===== src/rtl/cp0_pkg.sv =====
// CP0 shared definitions: register numbers, exception codes, SR/Cause bit
// positions and the default handler/PRId values.
package cp0_pkg;

  // CP0 register numbers used by mfc0/mtc0
  localparam logic [4:0] CP0_SR    = 5'd12;
  localparam logic [4:0] CP0_CAUSE = 5'd13;
  localparam logic [4:0] CP0_EPC   = 5'd14;
  localparam logic [4:0] CP0_PRID  = 5'd15;

  // Exception codes; zero on the exception bus means "no exception"
  localparam logic [4:0] EXC_NONE = 5'd0;
  localparam logic [4:0] EXC_INT  = 5'd0;
  localparam logic [4:0] EXC_ADEL = 5'd4;
  localparam logic [4:0] EXC_ADES = 5'd5;
  localparam logic [4:0] EXC_RI   = 5'd10;
  localparam logic [4:0] EXC_OV   = 5'd12;

  // SR field positions
  localparam int SR_IE_BIT  = 0;
  localparam int SR_EXL_BIT = 1;
  localparam int SR_IM_LSB  = 10;
  localparam int SR_IM_MSB  = 15;

  // Cause field positions
  localparam int CAUSE_EXC_LSB = 2;
  localparam int CAUSE_EXC_MSB = 6;
  localparam int CAUSE_IP_LSB  = 10;
  localparam int CAUSE_IP_MSB  = 15;
  localparam int CAUSE_BD_BIT  = 31;

  localparam logic [31:0] HANDLER_ADDR_DEFAULT = 32'h0000_4180;
  localparam logic [31:0] PRID_DEFAULT         = 32'h0000_5A5A;

  // Exception-level state: NORMAL is SR.EXL=0, HANDLER is SR.EXL=1
  typedef enum logic {
    ST_NORMAL  = 1'b0,
    ST_HANDLER = 1'b1
  } exc_state_e;

endpackage


===== src/rtl/cp0_exc_ctrl.sv =====
// Coprocessor-0 exception responder. Arbitrates interrupts over synchronous
// exceptions, records EPC/Cause/BD, raises a same-cycle flush/redirect and
// serves mfc0/mtc0/eret. The SR.EXL bit is the NORMAL/HANDLER state flop.
module cp0_exc_ctrl
  import cp0_pkg::*;
#(
  parameter logic [31:0] HANDLER_ADDR = HANDLER_ADDR_DEFAULT,
  parameter logic [31:0] PRID_VAL     = PRID_DEFAULT
) (
  input  logic        clk,
  input  logic        reset,
  input  logic [31:0] pc_m,
  input  logic        bd_m,
  input  logic [4:0]  exc_code_m,
  input  logic [5:0]  hw_int,
  input  logic        we,
  input  logic [4:0]  addr,
  input  logic [31:0] wdata,
  input  logic        eret,
  output logic [31:0] rdata,
  output logic        req,
  output logic [31:0] redirect
);

  exc_state_e  state_q, state_d;
  logic [5:0]  im_q, im_d;
  logic        ie_q, ie_d;
  logic        bd_q, bd_d;
  logic [5:0]  ip_q, ip_d;
  logic [4:0]  exc_q, exc_d;
  logic [31:0] epc_q, epc_d;

  logic        int_req;
  logic        exc_req;
  logic [31:0] sr_word;
  logic [31:0] cause_word;

  // Arbitration: live hw_int gates interrupts; nothing is taken while in the handler
  always_comb begin
    int_req  = (|(hw_int & im_q)) & ie_q & (state_q == ST_NORMAL);
    exc_req  = (exc_code_m != EXC_NONE) & (state_q == ST_NORMAL);
    req      = int_req | exc_req;
    redirect = req ? HANDLER_ADDR : epc_q;
  end

  // Next-state: a taken exception overrides any mtc0/eret in the same cycle
  always_comb begin
    state_d = state_q;
    im_d    = im_q;
    ie_d    = ie_q;
    bd_d    = bd_q;
    ip_d    = hw_int;
    exc_d   = exc_q;
    epc_d   = epc_q;
    if (req) begin
      state_d = ST_HANDLER;
      bd_d    = bd_m;
      epc_d   = bd_m ? (pc_m - 32'd4) : pc_m;
      exc_d   = int_req ? EXC_INT : exc_code_m;
    end else begin
      if (we && (addr == CP0_SR)) begin
        im_d    = wdata[SR_IM_MSB:SR_IM_LSB];
        ie_d    = wdata[SR_IE_BIT];
        state_d = wdata[SR_EXL_BIT] ? ST_HANDLER : ST_NORMAL;
      end
      if (we && (addr == CP0_EPC)) begin
        epc_d = wdata;
      end
      // eret leaves the handler; harmless when already in NORMAL
      if (eret) begin
        state_d = ST_NORMAL;
      end
    end
  end

  // State registers with asynchronous active-low clear
  always_ff @(posedge clk or negedge reset) begin
    if (!reset) begin
      state_q <= ST_NORMAL;
      im_q    <= '0;
      ie_q    <= 1'b0;
      bd_q    <= 1'b0;
      ip_q    <= '0;
      exc_q   <= '0;
      epc_q   <= '0;
    end else begin
      state_q <= state_d;
      im_q    <= im_d;
      ie_q    <= ie_d;
      bd_q    <= bd_d;
      ip_q    <= ip_d;
      exc_q   <= exc_d;
      epc_q   <= epc_d;
    end
  end

  // Assemble architectural SR/Cause views; unlisted bits read as zero
  always_comb begin
    sr_word                              = '0;
    sr_word[SR_IM_MSB:SR_IM_LSB]         = im_q;
    sr_word[SR_EXL_BIT]                  = (state_q == ST_HANDLER);
    sr_word[SR_IE_BIT]                   = ie_q;
    cause_word                           = '0;
    cause_word[CAUSE_BD_BIT]             = bd_q;
    cause_word[CAUSE_IP_MSB:CAUSE_IP_LSB] = ip_q;
    cause_word[CAUSE_EXC_MSB:CAUSE_EXC_LSB] = exc_q;
  end

  // mfc0 read mux: current register contents, no bypass of a same-cycle write
  always_comb begin
    rdata = '0;
    case (addr)
      CP0_SR:    rdata = sr_word;
      CP0_CAUSE: rdata = cause_word;
      CP0_EPC:   rdata = epc_q;
      CP0_PRID:  rdata = PRID_VAL;
      default:   rdata = '0;
    endcase
  end

endmodule


===== config.mk =====
export PLATFORM = sky130hd
export DESIGN_NAME = cp0_exc_ctrl
export DESIGN_NICKNAME = d
export VERILOG_FILES = /design/src/rtl/cp0_pkg.sv /design/src/rtl/cp0_exc_ctrl.sv
export SDC_FILE = /design/constraint.sdc
export NUM_CORES = 1
export LEC_CHECK = 0
export BUFFER_PORTS_ARGS = -buffer_cell sky130_fd_sc_hd__buf_2
export CAP_MARGIN = 20
export CORE_MARGIN = 1
export CORE_UTILIZATION = 53
export CTS_CLUSTER_DIAMETER = 100
export CTS_CLUSTER_SIZE = 16
export DETAILED_ROUTE_END_ITERATION = 10
export HOLD_SLACK_MARGIN = 0.02
export PLACE_DENSITY = 0.87
export SETUP_SLACK_MARGIN = 0.3
export SYNTH_ARGS = -nofsm -noshare
export SYNTH_HDL_FRONTEND = slang
export SYNTH_SLANG_ARGS = --single-unit

===== constraint.sdc =====
create_clock -name clk -period 4.6 [get_ports clk]
set_input_delay 0.92 -clock clk [delete_from_list [all_inputs] [get_ports clk]]
set_output_delay 0.92 -clock clk [all_outputs]
set_load 0.05 [all_outputs]

# Yosys cells after proc, flatten, opt, wreduce, memory -nomap -nowiden
# Cells that the tools add are included.
# Widths: inputs -> output; s select.
# word_totals
reg_bits	52
output_inout_bits	65
input_bits	85
# classes
addsub	1
muxes	10
bitwise	7
n_reduce_logical	7
eq_ne	4
# ops
operator	n
$mux 32	4
$pmux 32 s4	1
$sub 32x3->32 const B	1
$eq 5x4->1 const B	4
$and 6x6->6	1
$reduce_or 6->1	1
$mux 5	1
$reduce_bool 5->1	1
$mux 1	4
$and 1x1->1	3
$reduce_bool 3->1	1
$logic_and 1x1->1	2
$not 1->1	2
$reduce_and 2->1	1
$reduce_bool 2->1	1
$or 1x1->1	1

# Logic depth before layout (Yosys ltp)
# Gate-level depths: netlist of run 1.
# logic_depth
word_depth	7
depth_mapped	7
mapped_depth_nobuf	6

# Worst setup path after synthesis of run 1
# Ideal clock, no wire load.
# synth_path
kind	input port to output port
from	input addr[0]
to	output rdata[11]
cell_stages	5
setup_slack_ns	0.589
t_arrival_ns	3.091
path_cell_list	nor4bb_1 clkbuf_1 clkbuf_1 a21oi_1 o21ai_0
# synth_between
elab_chain_len	2
# synth_lines
item	line_no	rtl
start: declaration	cp0_exc_ctrl.sv:17	input logic [4:0] addr,
$eq 5x4->1	cp0_exc_ctrl.sv:112	case (addr)
$pmux 32 s4 (*)	cp0_exc_ctrl.sv:112	
end: declaration	cp0_exc_ctrl.sv:20	output logic [31:0] rdata,
# Mark *: on every way between the ends. The rest lies on a longest branch, timed or not.

# Worst setup path in the final report of run 1
# layout_path
from	input hw_int[3]
to	output redirect[12]
# layout_between
elab_chain_len	6
# layout_lines
item	line_no	rtl
start: declaration	cp0_exc_ctrl.sv:15	input logic [5:0] hw_int,
$and 6x6->6	cp0_exc_ctrl.sv:40	int_req = (|(hw_int & im_q)) & ie_q & (state_q == ST_NORMAL);
$reduce_or 6->1	cp0_exc_ctrl.sv:40	
$and 1x1->1 (2 in a row)	cp0_exc_ctrl.sv:40	
$or 1x1->1	cp0_exc_ctrl.sv:42	req = int_req | exc_req;
$mux 32	cp0_exc_ctrl.sv:43	redirect = req ? HANDLER_ADDR : epc_q;
end: declaration	cp0_exc_ctrl.sv:22	output logic [31:0] redirect
# Every way passes these cells.

==> results of run 1 <==
[routing by layer]
layer | vias to the layer above | share of wire [%] | global-route usage, %
met3 | 11 | 6.4 | 3.40
met4 | 0 | 1.2 | 5.91
met2 | 180 | 47 | 47.1
li1 | 1788 | - | -
met5 | - | 0 | 0
met1 | 1772 | 46 | 43.9
[final timing paths]
kind	startpoint	endpoint	slack, ns	depth (start not counted)
max in group asynchronous	reset	epc_q[25]	3.45	2
hold / removal	exc_q[3]	exc_q[3]	0.49	1
hold reg to reg	exc_q[3]	exc_q[3]	0.49	1
setup reg to reg	state_q	bd_q	2.20	5
min in group asynchronous	reset	ip_q[5]	0.70	2
setup / recovery	hw_int[3]	redirect[12]	0.80	8
[stage by stage]
stage	setup slack (ns)	area, um2	utilization (%)
global placement	0.866	4480	68.6
CTS	0.815	4570	70.0
floorplan	0.589	3680	-
detailed placement	0.815	4480	68.6
finish	0.802	4570	70.0
global route	0.683	4570	70.0
[cell families after synthesis]
family	Yosys count	share of synthesized area [%]
simple gates	174	29.5
compound gates	88	15.6
buf+inv	39	4.29
xor+xnor	13	3.10
flops	52	35.4
fa+ha+maj	1	0.340
mux	42	11.8
[flip-flops by register name, indices dropped and copies added, names as in the netlist]
signal   count
im_q         6
epc_q       32
exc_q        5
state_q      1
ie_q         1
bd_q         1
ip_q         6
[critical path: stages]
cell      delay, ns
buf_2          0.11
a22oi_1        0.30
a311oi_2       0.15
buf_4          0.24
nor2_4         0.48
buf_4          0.28
and2_1         0.14
buf_2          0.25
[cell type report]
| cell class | count | area, um2 | share of cell area, % |
|---|---|---|---|
| multi-input combinational | 318 | 2250 | 49.2 |
| sequential | 52 | 1300 | 28.4 |
| timing repair buffer | 156 | 811 | 17.7 |
| tap | 77 | 96.3 | 2.11 |
| clock buffer | 5 | 68.8 | 1.50 |
| clock inverter | 3 | 26.3 | 0.574 |
| inverter | 5 | 18.8 | 0.410 |
[cell usage in the layout, fill, tap and decap left out, types with 11 or more instances in the layout]
master	count
or3_1	18
and3_1	33
a21oi_1	11
nand2_1	14
o31ai_1	12
o21ai_0	15
buf_2	149
mux2i_1	30
or4_1	15
a31oi_1	17
and2_1	33
mux2_2	12
a21boi_0	16
dfrtp_1	52
nor4_1	20
[power groups by stage]
stage	combinational [uW]	sequential, uW	clock (uW)
floorplan	1220	738	0
global placement	1540	820	0
detailed placement	1570	827	0
CTS	1570	818	276
global route	1660	846	296
finish	1570	826	275
==> metrics.yaml, run 1 <==
clocking:
  cts_tree: "built"
  ctsHoldBuffers: 0
  clk_pin_slew_ns: 0.11
  cts_sinks: 52
  cts.path.max_buffers: 2
  cts_buffers: 5
  htreeDepth: 2
  cts-root-buf: "clkbuf_8"
  ctsResizeCount: 0
  cts_setup_buffers: 0
  clk_latency_ns: 0.32
power_and_ir_drop:
  p_seq_share_pct: 30.9
  finalPower_uw: 2670
  p_int_uw: 1240
  p_comb_share_pct: 58.8
  p_switching_uw: 1440
  vdd_drop_max_uv: 240
  p_clk_share_pct: 10.3
  leakage_uw: 0.00216
  switching_share_pct: 53.7
  power_density_nw_per_um2: 585
synth:
  netlist_area_um2: 3680
  yosysWarnings: 0
  yosysTopAreaCell: "dfrtp_1"
  yosys.area.top_type_share_pct: 35.4
  synth_flop_cell: "dfrtp_1"
  netlist_top_cells_area: "dfrtp_1, mux2i_1, and2_1, and3_1, mux2_2"
  syn-instance-count: 409
  synth_nets: 495
  ys_seq_elements: 52
  ys_top_cells_by_count: "dfrtp_1, and2_1, and3_1, clkbuf_1, mux2i_1"
  synth_edf_count: 0
  ys_types: 44
  yosysMostFrequentCell: "dfrtp_1"
  avgSynthCellArea_um2: 8.99
  async_flop_share_pct: 100
  ys_seq_area_share_pct: 35.4
placed_design:
  dp_hpwl_um: 8520
  io_buffer_count: 149
  place_congestion: 1.01
  dp.cells: 608
layout:
  finalNonFillerCells: 616
  nFillCells: 541
  antenna_cells: 0
  final_nets: 624
  syn_to_final_growth_pct: 24.4
  drive_above_1_share_pct: 34.3
floorplanning:
  fp.coreArea_um2: 6530
  die_w_um: 85.3
  die_y_um: 85.3
  rows: 29
  ios: 150
  die_area_um2: 7280
  start_util_pct: 56.3
global_route:
  grt_overflow_total: 0
  grt_max_degree: 59
  grt_pass1_vias: 3226
  grt.total_usage_pct: 29.6
  grt_antenna_before_repair: 0
  grt_pass1_wl_um: 16700
routing:
  ant_nets: 0
  drc: 0
  vias: 3751
  drt-pass1-iter-count: 5
  vias_per_cell: 6.09
  drt-total-wl_um: 10900
  drt_iter0_drc: 352
  wl_per_cell_um: 17.7
worst_setup_path:
  critical_path.endpoint_type: "output pin"
  crit_type: "in2out"
  cp.required_ns: 3.68
  cp.arrival_ns: 2.88
  cp_max_fo: 28
  start_kind: "input pin"
sta:
  maxSlewViolCount: 0
  fmax_mhz: 263
  rsz0062_at_grt: "false"
  hold_slack_ns: 0.494
  skew_ns: 0.0129
  worst_pin_slew_ns: 1.02
  hold_viol_final: 0
  fin_crit_sh_pct: 82.6
  fin_setup_tns_ns: 0
  slew_headroom_pct: 31.8
  period_minus_slack_ns: 3.80
  setup_viol: 0
min_path:
  hp-class: "reg2reg"
job:
  cap_violations: 0
outcome:
  status: "finished clean"
Power figures use the tool's default switching activity.
==> inputs of run 2 (changes only) <==
--- a/config.mk
+++ b/config.mk
@@ -8,12 +8,12 @@
 export BUFFER_PORTS_ARGS = -buffer_cell sky130_fd_sc_hd__buf_2
 export CAP_MARGIN = 20
 export CORE_MARGIN = 1
-export CORE_UTILIZATION = 53
+export CORE_UTILIZATION = 44
 export CTS_CLUSTER_DIAMETER = 100
 export CTS_CLUSTER_SIZE = 16
 export DETAILED_ROUTE_END_ITERATION = 10
 export HOLD_SLACK_MARGIN = 0.02
-export PLACE_DENSITY = 0.87
+export PLACE_DENSITY = 0.77
 export SETUP_SLACK_MARGIN = 0.3
 export SYNTH_ARGS = -nofsm -noshare
 export SYNTH_HDL_FRONTEND = slang
==> constraint.sdc (replaced) <==
create_clock -name clk -period 3.3 [get_ports clk]
set_input_delay 0.66 -clock clk [delete_from_list [all_inputs] [get_ports clk]]
set_output_delay 0.66 -clock clk [all_outputs]
set_load 0.05 [all_outputs]
==> run 2 against run 1 <==
  * Clock skew rose by 0.0026 ns
  * Sequential cell count did not move
  * Non-clock buffer count rose by 7
  * Critical endpoint is now rdata[13]
  * Die area rose by 20%
  * Combinational power rose by 42%
  * Via count rose by 0.16%
  * Sequential power rose by 39%
  * Clock power rose by 40%
  * Largest cell class unchanged
  * Sequential share of layout area fell by 0.93 points
  * Cell area rose by 3.4%
  * Utilization fell by 10 points
==> metrics.yaml, run 2 (synthesized netlist as in run 1, its figures left out) <==
layout:
  syn_to_final_growth_pct: 28.5
  largestRegisters: "epc_q x32, im_q x6, ip_q x6"
  final_cell_mix: "buf_2, dfrtp_1, and2_1"
  final_area_um2: 4730
  antenna_cells: 0
  final_nets: 631
  drive_above_1_share_pct: 37.7
  mostFrequentLayoutCell: "buf_2"
  largest_register: "epc_q"
  finalNonFillerCells: 648
  largest_reg_flops: 32
sta:
  fin_setup_tns_ns: 0
  slew_headroom_pct: 59.9
  skew_ns: 0.0155
  worst_pin_slew_ns: 0.599
  maxSlewViolCount: 0
  rsz0062_at_grt: "false"
  fmax_mhz: 357
  period_minus_slack_ns: 2.80
  hold_slack_ns: 0.294
  hold_viol_final: 0
  setup_viol: 0
  fin_crit_sh_pct: 85.0
global_route:
  grt_pass1_vias: 3638
  grt.total_usage_pct: 25.8
  grt_max_degree: 54
  grt_overflow_total: 0
  grt_pass1_wl_um: 17700
  grt_antenna_before_repair: 0
floorplanning:
  ios: 150
  fp.coreArea_um2: 7890
  die_area_um2: 8730
  rows: 32
  start_util_pct: 46.6
  die_y_um: 93.4
  die_w_um: 93.4
clocking:
  cts_buffers: 5
  htreeDepth: 2
  ctsHoldBuffers: 0
  clk_latency_ns: 0.31
  cts_tree: "built"
  clk_pin_slew_ns: 0.10
  cts_sinks: 52
  cts.path.max_buffers: 2
  cts-root-buf: "clkbuf_8"
worst_setup_path:
  slowest_delay_ns: 0.41
  critPathMostFrequentCell: "buf_2"
  crit_path_cell_trace: "buf_2 -> nor4bb_4 -> buf_4 -> and2_1 -> nand2_1 -> o21ai_1 -> buf_2"
  rr_worst_depth: 5
  cp.buffers_inverters: 3
  cp.required_ns: 2.64
  cp.arrival_ns: 2.14
  crit_family: "buffers and inverters"
  start_kind: "input pin"
  worst_r2r_endpoint: "im_q[5]"
  r2r_start: "im_q[3]"
  ff2ff_setup_slack_ns: 1.05
  critical_path.endpoint_type: "output pin"
  cp_max_fo: 53
  crit_type: "in2out"
  cpMaxStageDelayCell: "buf_4"
  worstSetupStartpoint: "addr[0]"
outcome:
  status: "finished clean"
placed_design:
  dp_hpwl_um: 8830
  place_congestion: 0.860
  placed_cell_area_um2: 4620
  io_buffer_count: 149
  dp.cells: 639
routing:
  drt-total-wl_um: 11000
  drt_iter0_drc: 219
  drt-pass1-iter-count: 5
  ant_nets: 0
  vias: 3757
  vias_per_cell: 5.80
  drc: 0
  wl_per_cell_um: 16.9
power_and_ir_drop:
  vdd_drop_max_uv: 336
  power_density_nw_per_um2: 796
  leakage_uw: 0.00221
job:
  cap_violations: 0
min_path:
  hp-class: "in2async"
[run 2: timing repair]
item,in CTS,in global routing
resized for setup,0,0
setup endpoints to repair,0,15
setup buffers,0,1
[run 2: through the flow]
step	utilization (%)	setup WS (ns)	total power [uW]
after floorplan	-	0.185	2740
after global placement	58.6	0.450	3330
after detailed placement	58.6	0.361	3380
after CTS	59.9	0.364	3750
after global routing	59.9	0.359	3960
final	59.9	0.496	3760
[run 2: layout make-up]
cell class / count / area, um2
clock buffers: 5 / 68.8
clock inverters: 3 / 27.5
fillers: 701 / 3160
inverters: 5 / 18.8
multi-input cells: 318 / 2320
flip-flops and latches: 52 / 1300
well taps: 102 / 128
repair buffers: 163 / 863
[run 2: per-layer routing]
metal,global-route usage [%],up-vias,wire length (um)
met1,36.3,1764,4860
met4,8.59,0,359
met3,3.41,27,707
li1,-,1811,-
met5,0,-,0
met2,40.8,155,5030
[run 2: worst max path at each step]
stage               depth (start not counted)           end
floorplan                                   5     rdata[11]
global placement                            7  redirect[12]
detailed placement                          7  redirect[16]
CTS                                         7  redirect[16]
global route                                7     rdata[10]
finish                                      7     rdata[13]
[run 2: report_power, final]
part           switching [uW]  internal, uW  total, uW
Sequential                246           905       1150
Combinational            1530           699       2230
Clock                     229           156        385
[run 2: worst register-to-register path: cells and delay by family (launching register included)]
| family | cells | cell delay [ns] |
|---|---|---|
| AND/OR/NAND/NOR | 1 | 0.54 |
| AO/OA/AOI/OAI | 2 | 0.53 |
| multiplexers | 1 | 0.41 |
| flip-flops | 1 | 0.40 |
| buffers and inverters | 1 | 0.25 |
